===== src/rtl/irq_router_pkg.sv =====
// Shared definitions for the dock interrupt router: entry field layout,
// router state encoding and the routing-table address map.
package irq_router_pkg;

  localparam int EN_BIT  = 7;
  localparam int IDX_MSB = 3;
  // Only the enable bit and the pin index are kept; bits 6:4 read back as 0.
  localparam logic [7:0] ENTRY_MASK = 8'h8F;

  typedef enum logic [1:0] {
    ST_IDLE = 2'd0,
    ST_NMI  = 2'd1,
    ST_INT  = 2'd2
  } irq_state_e;

  function automatic int int_addr(int slot, int ch, int num_ch);
    return slot * num_ch + ch;
  endfunction

  function automatic int nmi_addr(int slot, int num_slots, int num_ch);
    return num_slots * num_ch + slot;
  endfunction

endpackage


===== src/rtl/irq_route_table.sv =====
// Routing-table registers: one masked 8-bit entry per INT/NMI source,
// a combinational read port, and per-source enable/pin-index exports.
module irq_route_table
  import irq_router_pkg::*;
#(
  parameter int NUM_SLOTS       = 4,
  parameter int NUM_TILE_INT_CH = 2,
  parameter int CFG_ADDR_WIDTH  = 8
) (
  input  logic                                                 clk,
  input  logic                                                 rst_n,
  input  logic                                                 cfg_wr_en,
  input  logic                                                 cfg_rd_en,
  input  logic [CFG_ADDR_WIDTH-1:0]                            cfg_addr,
  input  logic [7:0]                                           cfg_wdata,
  output logic [31:0]                                          cfg_rdata,
  output logic [NUM_SLOTS*NUM_TILE_INT_CH-1:0]                 int_en,
  output logic [NUM_SLOTS*NUM_TILE_INT_CH-1:0][IDX_MSB:0]      int_idx,
  output logic [NUM_SLOTS-1:0]                                 nmi_en,
  output logic [NUM_SLOTS-1:0][IDX_MSB:0]                      nmi_idx
);

  localparam int NI      = NUM_SLOTS * NUM_TILE_INT_CH;
  localparam int NUM_ENT = NUM_SLOTS * (NUM_TILE_INT_CH + 1);

  logic [NUM_ENT-1:0][7:0] ent;
  logic [NUM_ENT-1:0]      hit;

  for (genvar i = 0; i < NUM_ENT; i++) begin : g_ent
    // Out-of-range addresses match no entry, so such writes fall away.
    assign hit[i] = (cfg_addr == CFG_ADDR_WIDTH'(i));

    always_ff @(posedge clk or negedge rst_n) begin
      if (!rst_n)                  ent[i] <= 8'h00;
      else if (cfg_wr_en && hit[i]) ent[i] <= cfg_wdata & ENTRY_MASK;
    end
  end

  always_comb begin
    cfg_rdata = 32'h0;
    for (int i = 0; i < NUM_ENT; i++)
      if (cfg_rd_en && hit[i]) cfg_rdata = {24'h0, ent[i]};
  end

  for (genvar i = 0; i < NI; i++) begin : g_int
    assign int_en[i]  = ent[i][EN_BIT];
    assign int_idx[i] = ent[i][IDX_MSB:0];
  end

  for (genvar s = 0; s < NUM_SLOTS; s++) begin : g_nmi
    assign nmi_en[s]  = ent[NI+s][EN_BIT];
    assign nmi_idx[s] = ent[NI+s][IDX_MSB:0];
  end

endmodule


===== src/rtl/dock_irq_router.sv =====
// Dock interrupt router: picks one eligible INT/NMI source at a time
// (NMI first, then lowest index), drives its CPU pin and steers the ack.
module dock_irq_router
  import irq_router_pkg::*;
#(
  parameter  int NUM_SLOTS       = 4,
  parameter  int NUM_CPU_INT     = 2,
  parameter  int NUM_CPU_NMI     = 1,
  parameter  int NUM_TILE_INT_CH = 2,
  parameter  int CFG_ADDR_WIDTH  = 8,
  localparam int SLOT_IDX_WIDTH  = (NUM_SLOTS > 1) ? $clog2(NUM_SLOTS) : 1
) (
  input  logic                                  clk,
  input  logic                                  rst_n,
  input  logic                                  cfg_clk,
  input  logic [NUM_SLOTS*NUM_TILE_INT_CH-1:0]  tile_int_req,
  input  logic [NUM_SLOTS-1:0]                  tile_nmi_req,
  input  logic                                  irq_ack,
  output logic [NUM_CPU_INT-1:0]                cpu_int,
  output logic [NUM_CPU_NMI-1:0]                cpu_nmi,
  output logic [NUM_SLOTS-1:0]                  slot_ack,
  output logic                                  irq_int_active,
  output logic [SLOT_IDX_WIDTH-1:0]             irq_int_slot,
  input  logic                                  cfg_wr_en,
  input  logic                                  cfg_rd_en,
  input  logic [CFG_ADDR_WIDTH-1:0]             cfg_addr,
  input  logic [31:0]                           cfg_wdata,
  output logic [31:0]                           cfg_rdata
);

  localparam int NI = NUM_SLOTS * NUM_TILE_INT_CH;

  logic                          unused_ok;
  logic [NI-1:0]                 int_en;
  logic [NI-1:0][IDX_MSB:0]      int_idx;
  logic [NUM_SLOTS-1:0]          nmi_en;
  logic [NUM_SLOTS-1:0][IDX_MSB:0] nmi_idx;

  assign unused_ok = &{1'b0, cfg_clk, cfg_wdata[31:8]};

  irq_route_table #(
    .NUM_SLOTS       (NUM_SLOTS),
    .NUM_TILE_INT_CH (NUM_TILE_INT_CH),
    .CFG_ADDR_WIDTH  (CFG_ADDR_WIDTH)
  ) u_table (
    .clk       (clk),
    .rst_n     (rst_n),
    .cfg_wr_en (cfg_wr_en),
    .cfg_rd_en (cfg_rd_en),
    .cfg_addr  (cfg_addr),
    .cfg_wdata (cfg_wdata[7:0]),
    .cfg_rdata (cfg_rdata),
    .int_en    (int_en),
    .int_idx   (int_idx),
    .nmi_en    (nmi_en),
    .nmi_idx   (nmi_idx)
  );

  irq_state_e           state, state_nx;
  logic [NI-1:0]        act_int, act_int_nx, int_elig, int_cand, int_pick;
  logic [NUM_SLOTS-1:0] act_nmi, act_nmi_nx, nmi_elig, nmi_cand, nmi_pick;
  logic [IDX_MSB:0]     act_idx, act_idx_nx, pick_int_idx, pick_nmi_idx;
  logic                 released;

  assign int_elig = tile_int_req & int_en;
  assign nmi_elig = tile_nmi_req & nmi_en;
  assign int_cand = int_elig & ~act_int;
  assign nmi_cand = nmi_elig & ~act_nmi;
  // Isolate lowest set bit: lowest index has priority.
  assign int_pick = int_cand & (~int_cand + NI'(1));
  assign nmi_pick = nmi_cand & (~nmi_cand + NUM_SLOTS'(1));

  always_comb begin
    pick_int_idx = '0;
    pick_nmi_idx = '0;
    for (int i = 0; i < NI; i++)
      if (int_pick[i]) pick_int_idx = int_idx[i];
    for (int s = 0; s < NUM_SLOTS; s++)
      if (nmi_pick[s]) pick_nmi_idx = nmi_idx[s];
  end

  always_comb begin
    case (state)
      ST_INT:  released = ~|(act_int & int_elig);
      ST_NMI:  released = ~|(act_nmi & nmi_elig);
      default: released = 1'b1;
    endcase
    state_nx   = state;
    act_int_nx = act_int;
    act_nmi_nx = act_nmi;
    act_idx_nx = act_idx;
    // Reselection only happens when the slot frees up, so no preemption.
    if (released) begin
      act_int_nx = '0;
      act_nmi_nx = '0;
      act_idx_nx = '0;
      if (|nmi_cand) begin
        state_nx   = ST_NMI;
        act_nmi_nx = nmi_pick;
        act_idx_nx = pick_nmi_idx;
      end else if (|int_cand) begin
        state_nx   = ST_INT;
        act_int_nx = int_pick;
        act_idx_nx = pick_int_idx;
      end else begin
        state_nx   = ST_IDLE;
      end
    end
  end

  always_ff @(posedge clk or negedge rst_n) begin
    if (!rst_n) begin
      state   <= ST_IDLE;
      act_int <= '0;
      act_nmi <= '0;
      act_idx <= '0;
    end else begin
      state   <= state_nx;
      act_int <= act_int_nx;
      act_nmi <= act_nmi_nx;
      act_idx <= act_idx_nx;
    end
  end

  assign irq_int_active = (state == ST_INT);

  always_comb begin
    irq_int_slot = '0;
    for (int i = 0; i < NI; i++)
      if (act_int[i]) irq_int_slot = SLOT_IDX_WIDTH'(i / NUM_TILE_INT_CH);
  end

  // Pin indices beyond the pin count match nothing and drive no pin.
  always_comb begin
    for (int p = 0; p < NUM_CPU_INT; p++)
      cpu_int[p] = irq_int_active && (act_idx == (IDX_MSB+1)'(p));
    for (int p = 0; p < NUM_CPU_NMI; p++)
      cpu_nmi[p] = (state == ST_NMI) && (act_idx == (IDX_MSB+1)'(p));
    for (int s = 0; s < NUM_SLOTS; s++)
      slot_ack[s] = irq_ack && irq_int_active && (irq_int_slot == SLOT_IDX_WIDTH'(s));
  end

endmodule


===== config.mk =====
export PLATFORM = sky130hd
export DESIGN_NAME = dock_irq_router
export DESIGN_NICKNAME = d
export VERILOG_FILES = /design/src/rtl/irq_router_pkg.sv /design/src/rtl/irq_route_table.sv /design/src/rtl/dock_irq_router.sv
export SDC_FILE = /design/constraint.sdc
export NUM_CORES = 1
export LEC_CHECK = 0
export ABC_AREA = 0
export BUFFER_PORTS_ARGS = -buffer_cell sky130_fd_sc_hd__buf_2
export CAP_MARGIN = 40
export CORE_ASPECT_RATIO = 2
export CORE_MARGIN = 4
export CORE_UTILIZATION = 60
export DETAILED_ROUTE_END_ITERATION = 12
export PLACE_DENSITY = 0.95
export SYNTH_ARGS = -nofsm -noshare
export SYNTH_HDL_FRONTEND = slang
export SYNTH_SLANG_ARGS = --single-unit

===== constraint.sdc =====
create_clock -name clk -period 5 [get_ports clk]
set_clock_uncertainty 0.1 [all_clocks]
set_input_delay 0.25 -clock clk [delete_from_list [all_inputs] [get_ports clk]]
set_output_delay 0.25 -clock clk [all_outputs]
set_load 0.03 [all_outputs]

==> results.md <==
- Status: finished clean
- Pins over their slew limit: 0
- Synth area leaders: dfrtp_1, mux2_2, buf_4
- Main combinational cell family by area after synthesis: multiplexers
- Routed Antenna Nets: 0
- Flops & latches, synth: 78
- Finish-stage setup viols: 0
- Hpwl dp: 9480 microns
- XOR/XNOR Fraction of Synth Area: 0
- Synthesis-to-layout area growth: 10.1%
- Seq/Total Area, Yosys: 0.406
- Die H: 135 microns
- RSZ-0062 raised after global routing: false
- Adder-cell share of the synthesized area: 0.00521
- First-pass GRT wire length: 21400 microns
- Achievable frequency: approximately 0.35 GHz
- Synth cell count leaders: dfrtp_1, mux2_2, nand3_1
- Final period util: 0.573
- Antenna violations before repair: 0
- Initial drt markers: 548
- Largest net degree at the start of global routing: 65
- Residual DRC: 0
- CP arrival: 2.51 ns
- Synth Flop Type: dfrtp_1
- Num CTS Buffers: 9
- Resized cells post-CTS: 0
- Synth Area in Simple Gates: 0.191
- Worst-margin pin slew: 0.796 ns
- PD cells: 347 mW/mm^2
- Area of the mapped netlist: 0.00481 sq mm
- EDFF count, synth: 0
- Root buf cell: clkbuf_16
- Post-route cell area: 0.00529 sq mm
- Setup bufs post-CTS: 0
- Vias in the first global route: between 4000 and 5000
- Crit end category: output pin
- Mux contribution to synthesized area: 0.200
- Die area: between 0.009 and 0.01 sq mm
- LEAKAGE: 2.56 nW
- Slew margin rel.: 0.469
- Yosys top cell area share: 0.406
- Pre-Repair DR Iteration Count: 5
- CTS tree: done
- ANT cells: 0
- Hold WC Path Type: in -> async
- Synthesis Warnings: 0
- Vias: 4125
- Fin. Hold Viols: 0
- Maximum VDD drop: between 200 and 300 uV
- IO buf count: 44
- Clk_lat worst skew: 0.34 ns
- Placed cell areas: 0.00496 sq mm
- Overall Global Routing Usage: 0.288
- Post-Syn Area per Cell: 10.7 sq um
- Final wirelength: 13200 microns
- Final core utilization: 0.671
- Post-synth cell types: 53
- Finished Layout Cells: between 500 and 600
- Initial Utilization: 0.610
- Worst EP required: 4.65 ns
- Dominant cell type by area after synthesis: dfrtp_1
- Die width: between 70 and 80 microns
- Kind of critical path: in -> out
- Inst Count DP: 566
- Crit start category: input port
- Setup TNS Final: 0 ns
- CTS H-tree depth: 3
- DR vias/cell: 7.08
- Most common cell in the synthesized netlist: dfrtp_1
- IO Pins: 100
- Final Wtd Congestion: 0.995
- Max Fanout on Critical Path: 28
- Core box area: 0.00789 sq mm
- Share of cells above drive strength 1: 0.312
- Async SR Flop Fraction: 1.00
- Number of max-cap violations: 0
- Clock slew at reported path FFs: 0.06 ns
- Grt total ovfl: 0
- CTS Hold Bufs: 1
- Wire per inst: 22.6 microns
- Clock Path Buffers: 2
- Overall power: ~1.8 mW
- Site Rows: 46
- Final min period: 2.86 ns
- Total Nets Final: ~540
- Post-Syn Instances: ~450
- Compound-cell area share of the yosys netlist: 0.126
- Clock sinks: 78
==> critical path: stages <==
cell      delay (ns)
buf_2           0.56
mux2_2          0.41
a221oi_1        0.32
a221oi_1        0.17
o32ai_1         0.40
o21ai_0         0.18
buf_2           0.21
==> sequential cells by signal, indices dropped and copies added, names as in the netlist <==
signal,flops
u_table.int_en,8
u_table.int_idx,32
u_table.nmi_en,4
act_idx,4
state,2
act_nmi,4
u_table.nmi_idx,16
act_int,8
==> logic make-up after synthesis <==
family	after synthesis
fa+ha+maj	2
simple gates	158
other cells	1
compound gates	75
flops	78
buf+inv	54
mux	80
==> final timing paths <==
| kind | from | endpoint | slack (ns) | cells past startpoint |
|---|---|---|---|---|
| hold reg to reg | u_table.int_idx[4]$_DFFE_PN0P_ | u_table.int_idx[4]$_DFFE_PN0P_ | 0.43 | 1 |
| max in group asynchronous | rst_n | u_table.int_idx[29]$_DFFE_PN0P_ | 4.00 | 3 |
| setup reg to reg | state[0]$_DFFE_PN0P_ | act_int[3]$_DFFE_PN0P_ | 2.35 | 7 |
| hold / removal | rst_n | act_nmi[2]$_DFFE_PN0P_ | 0.22 | 2 |
| setup / recovery | cfg_addr[0] | cfg_rdata[1] | 2.14 | 7 |
| min in group clk | tile_int_req[4] | act_int[4]$_DFFE_PN0P_ | 0.22 | 3 |
==> stage by stage <==
step,hold slack [ns],setup slack (ns)
global placement,0.341,2.17
detailed placement,0.0270,2.22
finish,0.216,2.14
global route,0.223,2.02
floorplan,-0.146,2.63
CTS,0.205,2.20
==> layout by cell type, fill, tap and decap left out, drive strengths merged, types with 2 or more instances in the layout <==
cell type / instances
o41ai: 6
o21a: 2
nand3b: 12
a211oi: 3
and2: 2
dfrtp: 78
nand2b: 2
inv: 4
nand2: 24
bufinv: 2
nor3: 15
o31ai: 9
and3b: 9
buf: 46
a211o: 2
nand3: 37
mux2: 67
clkinv: 2
mux2i: 7
or3: 3
conb: 27
and4b: 6
a311oi: 4
nor4: 6
a22oi: 2
nor2: 25
ha: 2
nand4b: 5
o22ai: 5
nand4: 6
o21ai: 13
o32ai: 2
mux4: 6
clkbuf: 12
nor2b: 2
a31oi: 2
a21oi: 16
a221oi: 6
==> layout make-up <==
class	instances	area, sq um
fill	578	2590
multi-input combinational	342	2610
timing repair buffer	47	275
clock buffer	12	246
tap	96	120
clock inverter	4	70.1
sequential	78	1950
inverter	4	15.0
==> power by group <==
| part | switching (mW) | total, mW | internal (mW) | leakage [nW] |
|---|---|---|---|---|
| combinational | 0.286 | 0.418 | 0.132 | 1.33 |
| clock | 0.246 | 0.695 | 0.449 | 0.157 |
| sequential | 0.0468 | 0.725 | 0.678 | 1.07 |
| total | 0.579 | 1.84 | 1.26 | 2.56 |
==> layer usage <==
layer | up-vias | part of all wire | global-route usage
met4 | 0 | 0.063 | 0.180
met2 | 295 | 0.52 | 0.477
met1 | 2025 | 0.34 | 0.332
met5 | - | 0 | 0
li1 | 1731 | - | -
met3 | 74 | 0.086 | 0.0626
Power figures use the tool's default switching activity.
